[config.mk]
export PLATFORM = sky130hd
export DESIGN_NAME = reaction_timer_bcd_flat
export DESIGN_NICKNAME = d
export VERILOG_FILES = /design/src/rtl/reaction_pkg.sv /design/src/rtl/reaction_timer_bcd_if.sv /design/src/rtl/bcd_incr.sv /design/src/rtl/reaction_timer_bcd.sv /design/src/flat_wrapper.sv
export SDC_FILE = /design/constraint.sdc
export NUM_CORES = 1
export LEC_CHECK = 0
export CAP_MARGIN = 20
export CORE_MARGIN = 2
export CORE_UTILIZATION = 50
export DETAILED_ROUTE_END_ITERATION = 7
export PLACE_DENSITY = 0.83
export SKIP_CTS_REPAIR_TIMING = 1
export SLEW_MARGIN = 10
export SYNTH_ARGS = -nofsm -noshare
export SYNTH_HDL_FRONTEND = slang
export SYNTH_SLANG_ARGS = --single-unit
[constraint.sdc]
create_clock -name clk -period 5.75 [get_ports clk]
set_clock_uncertainty 0.1 [all_clocks]
set_input_delay 1.725 -clock clk [delete_from_list [all_inputs] [get_ports clk]]
set_output_delay 1.725 -clock clk [all_outputs]
set_load 0.02 [all_outputs]
[src/rtl/reaction_pkg.sv]
// Shared types and helpers for the BCD reaction timer.
// Holds state encoding, digit width and BCD utility functions.
package reaction_pkg;

    localparam int BCD_W = 4;
    localparam int MAX_W = 64;

    localparam logic [1:0] ST_IDLE = 2'd0;
    localparam logic [1:0] ST_RUN  = 2'd1;
    localparam logic [1:0] ST_DONE = 2'd2;

    // Low 'digits' nibbles set to 9; caller keeps the width it needs.
    function automatic logic [MAX_W-1:0] bcd_all_nines(input int digits);
        logic [MAX_W-1:0] r;
        r = '0;
        for (int i = 0; i < MAX_W / BCD_W; i++) begin
            if (i < digits) begin
                r[i*BCD_W +: BCD_W] = 4'd9;
            end
        end
        return r;
    endfunction

    // Compare digit by digit from the most significant end.
    function automatic logic bcd_lt(input logic [MAX_W-1:0] a,
                                    input logic [MAX_W-1:0] b);
        logic res;
        logic decided;
        res = 1'b0;
        decided = 1'b0;
        for (int i = MAX_W / BCD_W - 1; i >= 0; i--) begin
            if (!decided && a[i*BCD_W +: BCD_W] != b[i*BCD_W +: BCD_W]) begin
                res = a[i*BCD_W +: BCD_W] < b[i*BCD_W +: BCD_W];
                decided = 1'b1;
            end
        end
        return res;
    endfunction

endpackage

[src/rtl/reaction_timer_bcd_if.sv]
// Handshake/bus bundle of the reaction timer.
// master: start/stop driver; slave: the timer (count, lat, done, busy, ...).
interface reaction_timer_bcd_if
    import reaction_pkg::*;
#(
    parameter int DIGITS   = 4,
    parameter int CHANNELS = 2
);
    localparam int W  = BCD_W * DIGITS;
    localparam int WW = (CHANNELS > 1) ? $clog2(CHANNELS) : 1;

    logic                  start;
    logic [CHANNELS-1:0]   stop;
    logic [W-1:0]          count;
    logic [W*CHANNELS-1:0] lat;
    logic [CHANNELS-1:0]   done;
    logic                  busy;
    logic                  out_time;
    logic [WW-1:0]         winner;
    logic                  winner_valid;
    logic [W-1:0]          best;
    logic                  best_valid;

    modport master (
        output start, stop,
        input  count, lat, done, busy, out_time,
        input  winner, winner_valid, best, best_valid
    );

    modport slave (
        input  start, stop,
        output count, lat, done, busy, out_time,
        output winner, winner_valid, best, best_valid
    );

endinterface

[src/rtl/bcd_incr.sv]
// Combinational multi-digit BCD +1 with carry-out.
// a_i: BCD input, y_o: a_i+1 (wraps), co_o: a_i was all 9s.
module bcd_incr
    import reaction_pkg::*;
#(
    parameter int DIGITS = 4
) (
    input  logic [BCD_W*DIGITS-1:0] a_i,
    output logic [BCD_W*DIGITS-1:0] y_o,
    output logic                    co_o
);
    logic c;

    always_comb begin
        c   = 1'b1;
        y_o = '0;
        for (int i = 0; i < DIGITS; i++) begin
            if (c && a_i[i*BCD_W +: BCD_W] == 4'd9) begin
                y_o[i*BCD_W +: BCD_W] = 4'd0;
            end else if (c) begin
                y_o[i*BCD_W +: BCD_W] = a_i[i*BCD_W +: BCD_W] + 4'd1;
                c = 1'b0;
            end else begin
                y_o[i*BCD_W +: BCD_W] = a_i[i*BCD_W +: BCD_W];
            end
        end
        co_o = c;
    end

endmodule

[src/rtl/reaction_timer_bcd.sv]
// Multi-channel BCD reaction timer with winner, timeout and best time.
// Ports: clk, rst (async high), bus (slave modport: start/stop in, results out).
module reaction_timer_bcd
    import reaction_pkg::*;
#(
    parameter int DIGITS   = 4,
    parameter int CHANNELS = 2,
    parameter int TICK_DIV = 50000
) (
    input logic              clk,
    input logic              rst,
    reaction_timer_bcd_if.slave bus
);
    localparam int W  = BCD_W * DIGITS;
    localparam int WW = (CHANNELS > 1) ? $clog2(CHANNELS) : 1;
    localparam int PW = (TICK_DIV > 1) ? $clog2(TICK_DIV) : 1;
    localparam logic [MAX_W-1:0] ALL9_WIDE = bcd_all_nines(DIGITS);
    localparam logic [W-1:0]     ALL9      = ALL9_WIDE[W-1:0];
    localparam logic [PW-1:0]    PSC_LAST  = PW'(TICK_DIV - 1);

    logic [1:0]            state_q, state_d;
    logic [PW-1:0]         psc_q, psc_d;
    logic [W-1:0]          count_q, count_d;
    logic [CHANNELS-1:0]   stop_q;
    logic                  out_q, out_d;
    logic [WW-1:0]         win_q, win_d;
    logic                  wv_q, wv_d;
    logic [W-1:0]          best_q, best_d;
    logic                  bv_q, bv_d;

    logic                  run, tick, sat, fin;
    logic [CHANNELS-1:0]   acc;
    logic [W-1:0]          inc;
    logic                  inc_co;
    logic [W*CHANNELS-1:0] lat_nx, lat_cur;
    logic [CHANNELS-1:0]   done_nx, done_cur;
    logic [W-1:0]          win_lat;

    bcd_incr #(.DIGITS(DIGITS)) u_incr (
        .a_i  (count_q),
        .y_o  (inc),
        .co_o (inc_co)
    );

    assign run  = (state_q == ST_RUN);
    assign tick = run && (psc_q == PSC_LAST);
    // Carry out of the incrementer means the count is already all 9s.
    assign sat  = tick && inc_co;
    assign acc  = {CHANNELS{run && !bus.start}}
                & bus.stop & ~stop_q & ~done_cur;
    assign fin  = run && !bus.start && ((&done_nx) || sat);

    for (genvar c = 0; c < CHANNELS; c++) begin : g_ch
        logic [W-1:0] lat_q, lat_d;
        logic         done_q, done_d;

        always_comb begin
            lat_d  = lat_q;
            done_d = done_q;
            if (bus.start) begin
                lat_d  = '0;
                done_d = 1'b0;
            end else if (acc[c]) begin
                lat_d  = count_q;
                done_d = 1'b1;
            end else if (sat && !done_q) begin
                lat_d  = ALL9;
                done_d = 1'b1;
            end
        end

        always_ff @(posedge clk or posedge rst) begin
            if (rst) begin
                lat_q  <= '0;
                done_q <= 1'b0;
            end else begin
                lat_q  <= lat_d;
                done_q <= done_d;
            end
        end

        assign lat_nx[c*W +: W]  = lat_d;
        assign lat_cur[c*W +: W] = lat_q;
        assign done_nx[c]        = done_d;
        assign done_cur[c]       = done_q;
    end

    // FSM: next state
    always_comb begin
        state_d = state_q;
        if (bus.start) begin
            state_d = ST_RUN;
        end else if (fin) begin
            state_d = ST_DONE;
        end
    end

    // FSM: outputs
    always_comb begin
        bus.busy = (state_q == ST_RUN);
    end

    always_comb begin
        count_d = count_q;
        psc_d   = psc_q;
        if (bus.start) begin
            count_d = '0;
            psc_d   = '0;
        end else if (run) begin
            psc_d = tick ? '0 : psc_q + 1'b1;
            if (tick && !sat) begin
                count_d = inc;
            end
        end
    end

    // Winner priority encoder and best-time tracking.
    always_comb begin
        win_d  = win_q;
        wv_d   = wv_q;
        out_d  = out_q;
        best_d = best_q;
        bv_d   = bv_q;
        if (bus.start) begin
            win_d = '0;
            wv_d  = 1'b0;
            out_d = 1'b0;
        end else begin
            if (!wv_q && (|acc)) begin
                wv_d = 1'b1;
                for (int i = CHANNELS - 1; i >= 0; i--) begin
                    if (acc[i]) begin
                        win_d = WW'(i);
                    end
                end
            end
            if (sat) begin
                out_d = 1'b1;
            end
        end
        win_lat = lat_nx[int'(win_d)*W +: W];
        if (fin && wv_d && !out_d) begin
            if (!bv_q || bcd_lt(MAX_W'(win_lat), MAX_W'(best_q))) begin
                best_d = win_lat;
            end
            bv_d = 1'b1;
        end
    end

    always_ff @(posedge clk or posedge rst) begin
        if (rst) begin
            state_q <= ST_IDLE;
            psc_q   <= '0;
            count_q <= '0;
            stop_q  <= '0;
            out_q   <= 1'b0;
            win_q   <= '0;
            wv_q    <= 1'b0;
            best_q  <= '0;
            bv_q    <= 1'b0;
        end else begin
            state_q <= state_d;
            psc_q   <= psc_d;
            count_q <= count_d;
            stop_q  <= bus.stop;
            out_q   <= out_d;
            win_q   <= win_d;
            wv_q    <= wv_d;
            best_q  <= best_d;
            bv_q    <= bv_d;
        end
    end

    assign bus.count        = count_q;
    assign bus.lat          = lat_cur;
    assign bus.done         = done_cur;
    assign bus.out_time     = out_q;
    assign bus.winner       = win_q;
    assign bus.winner_valid = wv_q;
    assign bus.best         = best_q;
    assign bus.best_valid   = bv_q;

endmodule

[src/flat_wrapper.sv]
// flat-port wrapper written by rule: the top's interface ports become plain ports
module reaction_timer_bcd_flat import reaction_pkg::*;
#(
    parameter int DIGITS   = 4,
    parameter int CHANNELS = 2,
    parameter int TICK_DIV = 50000
)
  (clk, rst, bus_start, bus_stop, bus_count, bus_lat, bus_done, bus_busy, bus_out_time, bus_winner, bus_winner_valid, bus_best, bus_best_valid);
  reaction_timer_bcd_if #(.DIGITS(DIGITS), .CHANNELS(CHANNELS)) bus_i ();
  input logic clk;
  input logic rst;
  input wire logic [$bits(bus_i.start)-1:0] bus_start;
  input wire logic [$bits(bus_i.stop)-1:0] bus_stop;
  output wire logic [$bits(bus_i.count)-1:0] bus_count;
  output wire logic [$bits(bus_i.lat)-1:0] bus_lat;
  output wire logic [$bits(bus_i.done)-1:0] bus_done;
  output wire logic [$bits(bus_i.busy)-1:0] bus_busy;
  output wire logic [$bits(bus_i.out_time)-1:0] bus_out_time;
  output wire logic [$bits(bus_i.winner)-1:0] bus_winner;
  output wire logic [$bits(bus_i.winner_valid)-1:0] bus_winner_valid;
  output wire logic [$bits(bus_i.best)-1:0] bus_best;
  output wire logic [$bits(bus_i.best_valid)-1:0] bus_best_valid;
  assign bus_i.start = bus_start;
  assign bus_i.stop = bus_stop;
  assign bus_count = bus_i.count;
  assign bus_lat = bus_i.lat;
  assign bus_done = bus_i.done;
  assign bus_busy = bus_i.busy;
  assign bus_out_time = bus_i.out_time;
  assign bus_winner = bus_i.winner;
  assign bus_winner_valid = bus_i.winner_valid;
  assign bus_best = bus_i.best;
  assign bus_best_valid = bus_i.best_valid;
  reaction_timer_bcd #(.DIGITS(DIGITS), .CHANNELS(CHANNELS), .TICK_DIV(TICK_DIV)) u_core (.clk(clk), .rst(rst), .bus(bus_i));
endmodule
# Yosys cells after proc, flatten, opt, wreduce, memory -nomap -nowiden
# Cells that the tools add are included.
[op_classes] addsub=5 magnitude_cmp=4 n_eq_ne=10 shifts=1 muxes=50 bitwise_logic=5 reduce_logical=41
[ops] operator="16-bit 2-to-1 mux" n=12
[ops] operator="32-bit by 6-bit indexed part select with 16-bit output" n=1
[ops] operator="1-bit 2-to-1 mux" n=29
[ops] operator="4-bit 2-to-1 mux" n=7
[ops] operator="16-bit by 1-bit adder with 16-bit output, second input constant" n=1
[ops] operator="4-bit by 1-bit adder with 4-bit output, second input constant" n=4
[ops] operator="16-bit equality test, second input constant" n=1
[ops] operator="4-bit equality test, second input constant" n=4
[ops] operator="1-bit logical AND" n=16
[ops] operator="4-bit < comparator" n=4
[ops] operator="4-bit inequality test" n=4
[ops] operator="1-bit logical NOT" n=10
[ops] operator="3-bit AND reduction" n=3
[ops] operator="3-bit nonzero test" n=3
[ops] operator="2-bit bitwise AND" n=3
[ops] operator="2-bit AND reduction" n=3
[ops] operator="2-bit nonzero test" n=3
[ops] operator="2-bit 2-to-1 mux" n=2
[ops] operator="2-bit inverter" n=2
[ops] operator="2-bit by 1-bit equality test with 1-bit output, second input constant" n=1
[ops] operator="1-bit logical OR" n=2
[ops] operator="2-bit OR reduction" n=1
[totals] register_bits=90 input_bits=5

# Depth between registers and ports, before layout
# Gate-level depths: netlist (run 1).
[depth] depth_word=33 ltp_mapped=17 ltp_nobuf=14

# Hierarchy
# Synthesis (run 1) repeated with hierarchy kept, for this count alone.
[hier_totals] cells_unflattened=535 hier_area_um2=5182.5
[modules_own_cells] mod="reaction_timer_bcd" n_inst=1 cells_per_inst=467 area_each_um2=4689.5 seq_area_each_um2=2252.2
[modules_own_cells] mod="bcd_incr" n_inst=1 cells_per_inst=68 area_each_um2=493.0 seq_area_each_um2=0.0

# Least setup slack after synthesis (run 1)
# Ideal clock, no wire load.
[synth_path] path_type="input -> register" start="in bus_start" end="reg u_core.best_q[7], in the netlist u_core.bus.best[7]" setup_time_ns=0.127 t_arrival_ns=5.147 required_ns=5.523 slack_ns=0.376 cell_stages=15 path_buffers=3 cell_sequence="or3b_4 > or3_1 > buf_2 > o21bai_2 > and3_1 > buf_2 > mux2_2 > ha_1 > nand4_1 > nor4_1 > o21ai_0 > o311a_1 > a31oi_4 > buf_12 > mux2_1"
[synth_via] elab_chain_cells=27 elab_cells_between_ends=56 cone_classes="order compare (4); eq/ne (4); shift (1); mux (26); bitwise (3); reduce/logical (18)"
[synth_lines] item="start, declared" line_no="flat_wrapper.sv:12" rtl="input wire logic [$bits(bus_i.start)-1:0] bus_start;"
[synth_lines] item="1-bit logical NOT" line_no="reaction_timer_bcd.sv:49" rtl="assign acc = {CHANNELS{run && !bus.start}}"
[synth_lines] item="1-bit logical AND" line_no="reaction_timer_bcd.sv:49"
[synth_lines] item="2-bit bitwise AND (3 in series)" line_no="reaction_timer_bcd.sv:50" rtl="& bus.stop & ~stop_q & ~done_cur;"
[synth_lines] item="1-bit 2-to-1 mux or 2-bit OR reduction (tied branches)" line_no="reaction_timer_bcd.sv:132, reaction_timer_bcd.sv:129"
[synth_lines] item="1-bit 2-to-1 mux or 1-bit logical AND (tied branches)" line_no="reaction_timer_bcd.sv:132, reaction_timer_bcd.sv:129"
[synth_lines] item="1-bit 2-to-1 mux" line_no="reaction_timer_bcd.sv:129" rtl="if (!wv_q && (|acc)) begin"
[synth_lines] item="1-bit 2-to-1 mux *" line_no="reaction_timer_bcd.sv:124" rtl="if (bus.start) begin"
[synth_lines] item="via u_core.win_d" line_no="reaction_timer_bcd.sv:26" rtl="logic [WW-1:0] win_q, win_d;"
[synth_lines] item="[... 1 more ...]"
[synth_lines] item="via u_core.win_lat[15]" line_no="reaction_timer_bcd.sv:37" rtl="logic [W-1:0] win_lat;"
[synth_lines] item="[... 9 more ...]"
[synth_lines] item="1-bit 2-to-1 mux" line_no="reaction_pkg.sv:32" rtl="if (!decided && a[i*BCD_W +: BCD_W] != b[i*BCD_W +: BCD_W]) begin"
[synth_lines] item="1-bit 2-to-1 mux" line_no="reaction_timer_bcd.sv:142" rtl="if (fin && wv_d && !out_d) begin"
[synth_lines] item="1-bit logical NOT" line_no="reaction_pkg.sv:32"
[synth_lines] item="1-bit logical AND" line_no="reaction_pkg.sv:32"
[synth_lines] item="1-bit 2-to-1 mux *" line_no="reaction_pkg.sv:32"
[synth_lines] item="1-bit 2-to-1 mux *" line_no="reaction_timer_bcd.sv:142"
[synth_lines] item="1-bit logical OR *" line_no="reaction_timer_bcd.sv:143" rtl="if (!bv_q || bcd_lt(MAX_W'(win_lat), MAX_W'(best_q))) begin"
[synth_lines] item="2-bit AND reduction (no line) *"
[synth_lines] item="end signal, assigned" line_no="reaction_timer_bcd.sv:169" rtl="best_q <= best_d;"
[synth_lines] item="end, declared" line_no="reaction_timer_bcd.sv:28" rtl="logic [W-1:0] best_q, best_d;"
# Mark *: on every way through the listed nets, which the timed path passes. The rest lies on a longest branch. The select of a mux whose other input is x is not followed.
# A chain may end at the register's enable or synchronous reset.

# Final worst setup path (run 1)
[layout_path] start="in bus_stop[0]" end="reg u_core.best_q[9], in the netlist u_core.bus.best[9]"
[layout_via] elab_chain_cells=25 elab_cells_between_ends=47 cone_classes="order compare (4); eq/ne (4); shift (1); mux (20); bitwise (3); reduce/logical (15)"
[layout_lines] item="start, declared" line_no="flat_wrapper.sv:13" rtl="input wire logic [$bits(bus_i.stop)-1:0] bus_stop;"
[layout_lines] item="2-bit bitwise AND * (3 in series)" line_no="reaction_timer_bcd.sv:50"
[layout_lines] item="2-bit OR reduction" line_no="reaction_timer_bcd.sv:129"
[layout_lines] item="1-bit logical AND" line_no="reaction_timer_bcd.sv:129"
[layout_lines] item="1-bit 2-to-1 mux" line_no="reaction_timer_bcd.sv:129"
[layout_lines] item="1-bit 2-to-1 mux" line_no="reaction_timer_bcd.sv:124"
[layout_lines] item="32-bit by 6-bit indexed part select with 16-bit output" line_no="reaction_timer_bcd.sv:141" rtl="win_lat = lat_nx[int'(win_d)*W +: W];"
[layout_lines] item="4-bit inequality test" line_no="reaction_pkg.sv:32"
[layout_lines] item="1-bit 2-to-1 mux" line_no="reaction_pkg.sv:32"
[layout_lines] item="[... 7 more ...]"
[layout_lines] item="1-bit 2-to-1 mux" line_no="reaction_pkg.sv:32"
[layout_lines] item="1-bit 2-to-1 mux" line_no="reaction_timer_bcd.sv:142"
[layout_lines] item="1-bit logical NOT" line_no="reaction_pkg.sv:32"
[layout_lines] item="1-bit logical AND" line_no="reaction_pkg.sv:32"
[layout_lines] item="1-bit 2-to-1 mux" line_no="reaction_pkg.sv:32"
[layout_lines] item="1-bit 2-to-1 mux" line_no="reaction_timer_bcd.sv:142"
[layout_lines] item="1-bit logical OR" line_no="reaction_timer_bcd.sv:143"
[layout_lines] item="2-bit AND reduction (no line)"
# Mark *: on every way between the ends. The rest lies on a longest branch, timed or not. The select of a mux whose other input is x is not followed.

==> results of run 1 <==
-- layout by cell type, fill, tap and decap left out, drive strengths merged, types with 3 or more instances in the layout --
master,instances
clkbuf,10
o31ai,8
nor2,44
xnor2,5
inv,30
nor3b,9
and3b,4
xor2,3
nand3,11
a22o,3
and4,3
ha,25
or4,4
nor4,5
a22oi,20
a221o,8
clkdlybuf4s50,74
nor3,7
buf,18
mux2i,20
o21ai,34
nand4,10
nor4b,4
and3,9
mux2,13
dfrtp,90
o41ai,4
a21oi,31
nand2b,9
nand2,39
nor2b,5
-- cell families after synthesis --
group           after synthesis  share of synthesized area, %
mux                          33                         7.344
compound gates              120                         15.87
buf+inv                      53                         4.577
flops                        90                         45.27
xor+xnor                      8                         1.409
fa+ha+maj                    25                         6.288
simple gates                175                         19.24
-- layout make-up --
class | count | area, µm² | area share, %
inverters | 30 | 113.9 | 1.847
clock buffers | 10 | 137.6 | 2.233
well taps | 133 | 166.4 | 2.699
flip-flops and latches | 90 | 2252 | 36.53
repair buffers | 92 | 898.4 | 14.57
clock inverters | 6 | 88.84 | 1.441
multi-input cells | 361 | 2507 | 40.67
-- flip-flops by register name, indices dropped and copies added (netlist names) --
name,count
u_core.bus.best,16
u_core.bus.best_valid,1
u_core.bus.count,16
u_core.bus.out_time,1
u_core.bus.winner,1
u_core.bus.winner_valid,1
u_core.g_ch.done_q,2
u_core.g_ch.lat_q,32
u_core.psc_q,16
u_core.state_q,2
u_core.stop_q,2
-- power by group through the flow --
stage	Sequential (mW)	Clock, mW	Combinational [mW]
after floorplan	0.713	0	0.133
after global placement	0.698	0	0.232
after detailed placement	0.700	0	0.239
after CTS	0.687	0.499	0.241
after global routing	0.693	0.524	0.267
final	0.688	0.491	0.242
-- tightest hold or removal path, delay by kind of cell (launching register included) --
kind,cells,cell delay [ns]
flip-flops,1,0.37
AO/OA/AOI/OAI,1,0.06
AND/OR/NAND/NOR,1,0.05
-- worst paths after layout --
check / startpoint / endpoint / slack [ns]
max: bus_stop[0] / u_core.bus.best[9] / 0.35
max reg2reg: u_core.bus.count[1] / u_core.bus.best[9] / 0.95
max in group asynchronous: rst / u_core.g_ch[1].lat_q[11] / 3.05
min reg2reg: u_core.psc_q[1] / u_core.psc_q[1] / 0.42
min: u_core.psc_q[1] / u_core.psc_q[1] / 0.42
min in group asynchronous: rst / u_core.psc_q[14] / 1.55
-- cells in the mapped netlist, drive strengths merged (10+ instances only) --
library cell,count
clkbuf,15
ha,25
a22oi,20
a21oi,31
nor2,44
nand3,11
mux2i,20
dfrtp,90
nand2,39
mux2,13
nand4,10
o21ai,34
inv,30
-- metal layers --
layer	part of all wire, %	up-vias	track usage (%)
met5	0	-	0
met4	3.4	0	9.653
met3	7.1	33	5.412
met2	47	205	39.21
met1	42	2073	33.47
li1	-	1986	-
-- metrics by stage --
step | util [%] | setup TNS, ns | total power [mW]
after floorplan | - | 0 | 0.8463
after global placement | 60.70 | 0 | 0.9291
after detailed placement | 60.70 | -1.845 | 0.9390
after CTS | 63.03 | 0 | 1.427
after global routing | 63.36 | 0 | 1.484
final | 63.36 | 0 | 1.420
==> flow_metrics.tcl, run 1 <==
set metrics [dict create \
    grt_max_degree 62 \
    grt_pass1_wl_mm 21.60 \
    cts_tree "yes" \
    p_seq_share_pct 48.4 \
    cellLeakagePower_nw 2.718 \
    power_density_nw_per_um2 230.4 \
    min_period_over_period_pct 94.00 \
    remaining_drc_errors 0 \
    num_io_pins 76 \
    cp_max_fo 13 \
    placement.io_buffers 75 \
    rows 36 \
    grt_remaining_overflow 0 \
    die_w_um 103.7 \
    cts_root_buf "clkbuf_8" \
    cp_slowest_stage_delay_ns 0.60 \
    crit_arrival_ns 5.56 \
    synth-main-ff-cell "dfrtp_1" \
    stdcell_count 722 \
    layout-drive-gt1-share_pct 9.677 \
    synth.distinct_cells 57 \
    irDropWorstVdd_mv 0.1438 \
    synth_area_leaders "dfrtp_1 (45%), ha_1 (6.3%), mux2i_1 (4.0%)" \
    antenna_cells 0 \
    groute.usage.overall_pct 24.78 \
    worstRegToRegCells 15 \
    areaGrowthSynthToFinish_pct 23.92 \
    timing.hold.ws_ns 0.4213 \
    min_path_type "flop to flop" \
    worstMarginPinSlew_ns 0.9838 \
    wl_per_cell_um 18.03 \
    clk_latency_ns 0.37 \
    dieArea_um2 10760 \
    cp_top_family "compound AO/OA/AOI/OAI gates" \
    drv_slew 0 \
    dpl.cell_count 705 \
    post-route-worst-setup-slack_ns 0.3453 \
    path_buf_inv 3 \
    finalHoldViolCount 0 \
    routabilityCongestion 0.9169 \
    pwr-share-clk_pct 34.5 \
    max_cap_violations 0 \
    clock.fmax_mhz 185.0 \
    drt_iter0_drc 312 \
    path_class "primary input to flop" \
    syn_inst 504 \
    cp-end-kind "flop" \
    yosysWarnings 0 \
    core_um2 9729 \
    dp_hpwl_mm 9.388 \
    p_comb_share_pct 17.0 \
    switching_share_pct 28.29 \
    synth_area_um2 4975 \
    antenna_found_initial 0 \
    clock_sinks 90 \
    nFillCells 782 \
    drt-total-wl_mm 13.02 \
    post-route-min-period_ns 5.405 \
    htreeDepth 3 \
    die_h_um 103.7 \
    cp_slowest_cell "a21oi_1" \
    worstHoldPathCells 2 \
    max_slew_margin_pct 33.87 \
    cp_cell_sequence "clkdlybuf4s50_1 -> and4bb_2 -> buf_4 -> nand3b_1 -> a21oi_1 -> a22oi_1 -> ha_1 -> nand4_1 -> nor4_1 -> o21ai_0 -> o311a_1 -> a31oi_4 -> buf_12 -> mux2_2" \
    place_area_um2 5906 \
    synth.top_cell.area_share_pct 45.27 \
    startpoint_type "primary input" \
    clk_pin_slew_worst_paths_ns 0.09 \
    netSwitchingPower_mw 0.4018 \
    vias 4297 \
    clock_path_buffers 2 \
    vias_per_cell 5.952 \
    syn_nets 534 \
    ys_ff_latch 90 \
    synth-seq-area-share_pct 45.27 \
    synthArstFlopShare_pct 100.0 \
    critical_path_cell_count 14 \
    grt_pass1_vias 4196 \
    synth_top_area_cell "dfrtp_1" \
    nets 614 \
    postSynthAreaPerCell_um2 9.871 \
    synth_edf_count 0 \
    final_area_um2 6165 \
    setup_violations 0 \
    internal_power_mw 1.019 \
    ant_nets 0 \
    pre_cts_ws_ns -0.2174 \
    drt_first_pass_iters 6 \
    required_ns 5.91 \
    start_util_pct 51.13 \
    rsz0062_at_grt "false" \
    cts-buffers-inserted 9 \
    status "complete, no violations" \
]
Note: power is estimated with default switching activity, not from simulation.
==> run 2: changes to the inputs <==
--- a/config.mk
+++ b/config.mk
@@ -9,7 +9,7 @@
 export CORE_MARGIN = 2
 export CORE_UTILIZATION = 50
 export DETAILED_ROUTE_END_ITERATION = 7
-export PLACE_DENSITY = 0.83
+export PLACE_DENSITY = 0.75
 export SKIP_CTS_REPAIR_TIMING = 1
 export SLEW_MARGIN = 10
 export SYNTH_ARGS = -nofsm -noshare
==> flow_metrics.tcl, run 2 (synthesized netlist as in run 1, its figures left out) <==
set metrics [dict create \
    ant_nets 0 \
    final_area_um2 6128 \
    vias_per_cell 5.885 \
    cellLeakagePower_nw 2.710 \
    wl_per_cell_um 17.44 \
    path_buf_inv 3 \
    min_period_over_period_pct 94.21 \
    finalHoldViolCount 0 \
    core_um2 9729 \
    clock_sinks 90 \
    num_io_pins 76 \
    irDropWorstVdd_mv 0.1566 \
    cts_tree "yes" \
    final_cell_mix "dfrtp_1 (90), clkdlybuf4s50_1 (74), nor2_1 (44)" \
    rows 36 \
    grt_max_degree 48 \
    clk_latency_ns 0.36 \
    tns_ns 0 \
    min_path_type "flop to flop" \
    power_density_nw_per_um2 231.9 \
    drv_slew 0 \
    dieArea_um2 10760 \
    start_util_pct 51.13 \
    groute.usage.overall_pct 23.96 \
    cp_slowest_cell "nor4_1" \
    clock.fmax_mhz 184.6 \
    areaGrowthSynthToFinish_pct 23.19 \
    rsz0062_at_grt "false" \
    antenna_cells 0 \
    path_class "primary input to flop" \
    layout-drive-gt1-share_pct 9.184 \
    pre_cts_ws_ns 0.03777 \
    clk_pin_slew_worst_paths_ns 0.10 \
    dp_hpwl_mm 9.418 \
    cp_cell_sequence "clkdlybuf4s50_1 -> and4bb_2 -> and3_1 -> nor4_1 -> clkdlybuf4s15_2 -> a221o_1 -> ha_1 -> nand4_1 -> nor4_1 -> o21ai_0 -> o311a_1 -> a31oi_4 -> buf_4 -> mux2_2" \
    largest_reg_flops 32 \
    post-route-worst-setup-slack_ns 0.3331 \
    cp_top_family "simple AND/OR/NAND/NOR gates" \
    required_ns 5.90 \
    vias 4243 \
    htreeDepth 3 \
    drt_iter0_drc 314 \
    drt_first_pass_iters 7 \
    grt_pass1_vias 4057 \
    largest-register "u_core.g_ch.lat_q" \
    cts_root_buf "clkbuf_8" \
    crit_arrival_ns 5.57 \
    die_w_um 103.7 \
    final_common_cell "dfrtp_1" \
    placement.io_buffers 75 \
    drt-total-wl_mm 12.58 \
    final_core_util_pct 62.99 \
    grt_pass1_wl_mm 20.81 \
    nets 613 \
    die_h_um 103.7 \
    grt_remaining_overflow 0 \
    max_slew_margin_pct 28.92 \
    routabilityCongestion 0.9440 \
    post-route-min-period_ns 5.417 \
    remaining_drc_errors 0 \
    max_cap_violations 0 \
    setup_violations 0 \
    cp-end-kind "flop" \
    cts-buffers-inserted 9 \
    clock_path_buffers 2 \
    startpoint_type "primary input" \
    cp_max_fo 9 \
    place_area_um2 5897 \
    crit_top_cell "nor4_1" \
    worstMarginPinSlew_ns 1.057 \
    antenna_found_initial 0 \
    status "complete, no violations" \
    cp_slowest_stage_delay_ns 0.61 \
]
==> run 2: final timing paths <==
check / end / from / cells after the start / slack (ns)
max in group asynchronous: u_core.bus.count[8] / rst / 3 / 3.39
setup reg to reg: u_core.bus.best[15] / u_core.bus.count[1] / 15 / 0.95
min in group asynchronous: u_core.bus.count[5] / rst / 3 / 1.71
setup / recovery: u_core.bus.best[15] / bus_stop[0] / 14 / 0.33
hold reg to reg: u_core.bus.best_valid / u_core.bus.best_valid / 1 / 0.42
hold / removal: u_core.bus.best_valid / u_core.bus.best_valid / 1 / 0.42
==> run 2: report_power, final <==
part	internal [mW]	switching (mW)
clock network	0.261	0.233
logic	0.103	0.138
registers	0.657	0.0292
total	1.02	0.400
==> run 2: final cells by class <==
| type | instances | area, µm² |
|---|---|---|
| Fill cell | 844 | 3601 |
| Multi-Input combinational cell | 361 | 2495 |
| Sequential cell | 90 | 2252 |
| Timing Repair Buffer | 91 | 869.6 |
| Tap cell | 133 | 166.4 |
| Clock buffer | 10 | 137.6 |
| Inverter | 30 | 113.9 |
| Clock inverter | 6 | 93.84 |
==> run 2: per-layer routing <==
layer  wire length [µm]  GRT usage [%]
met5                  0              0
met4                252          7.915
met3                787          3.524
met2               5904          38.36
met1               5631          33.72
==> run 2: metrics by stage <==
| stage | cells | hold slack, ns | power, mW |
|---|---|---|---|
| after floorplan | 504 | 0.3761 | 0.8463 |
| after global placement | 704 | 0.3921 | 0.9285 |
| after detailed placement | 705 | 0.4053 | 0.9372 |
| after CTS | 721 | 0.4227 | 1.431 |
| after global routing | 721 | 0.4385 | 1.493 |
| final | 721 | 0.4159 | 1.421 |
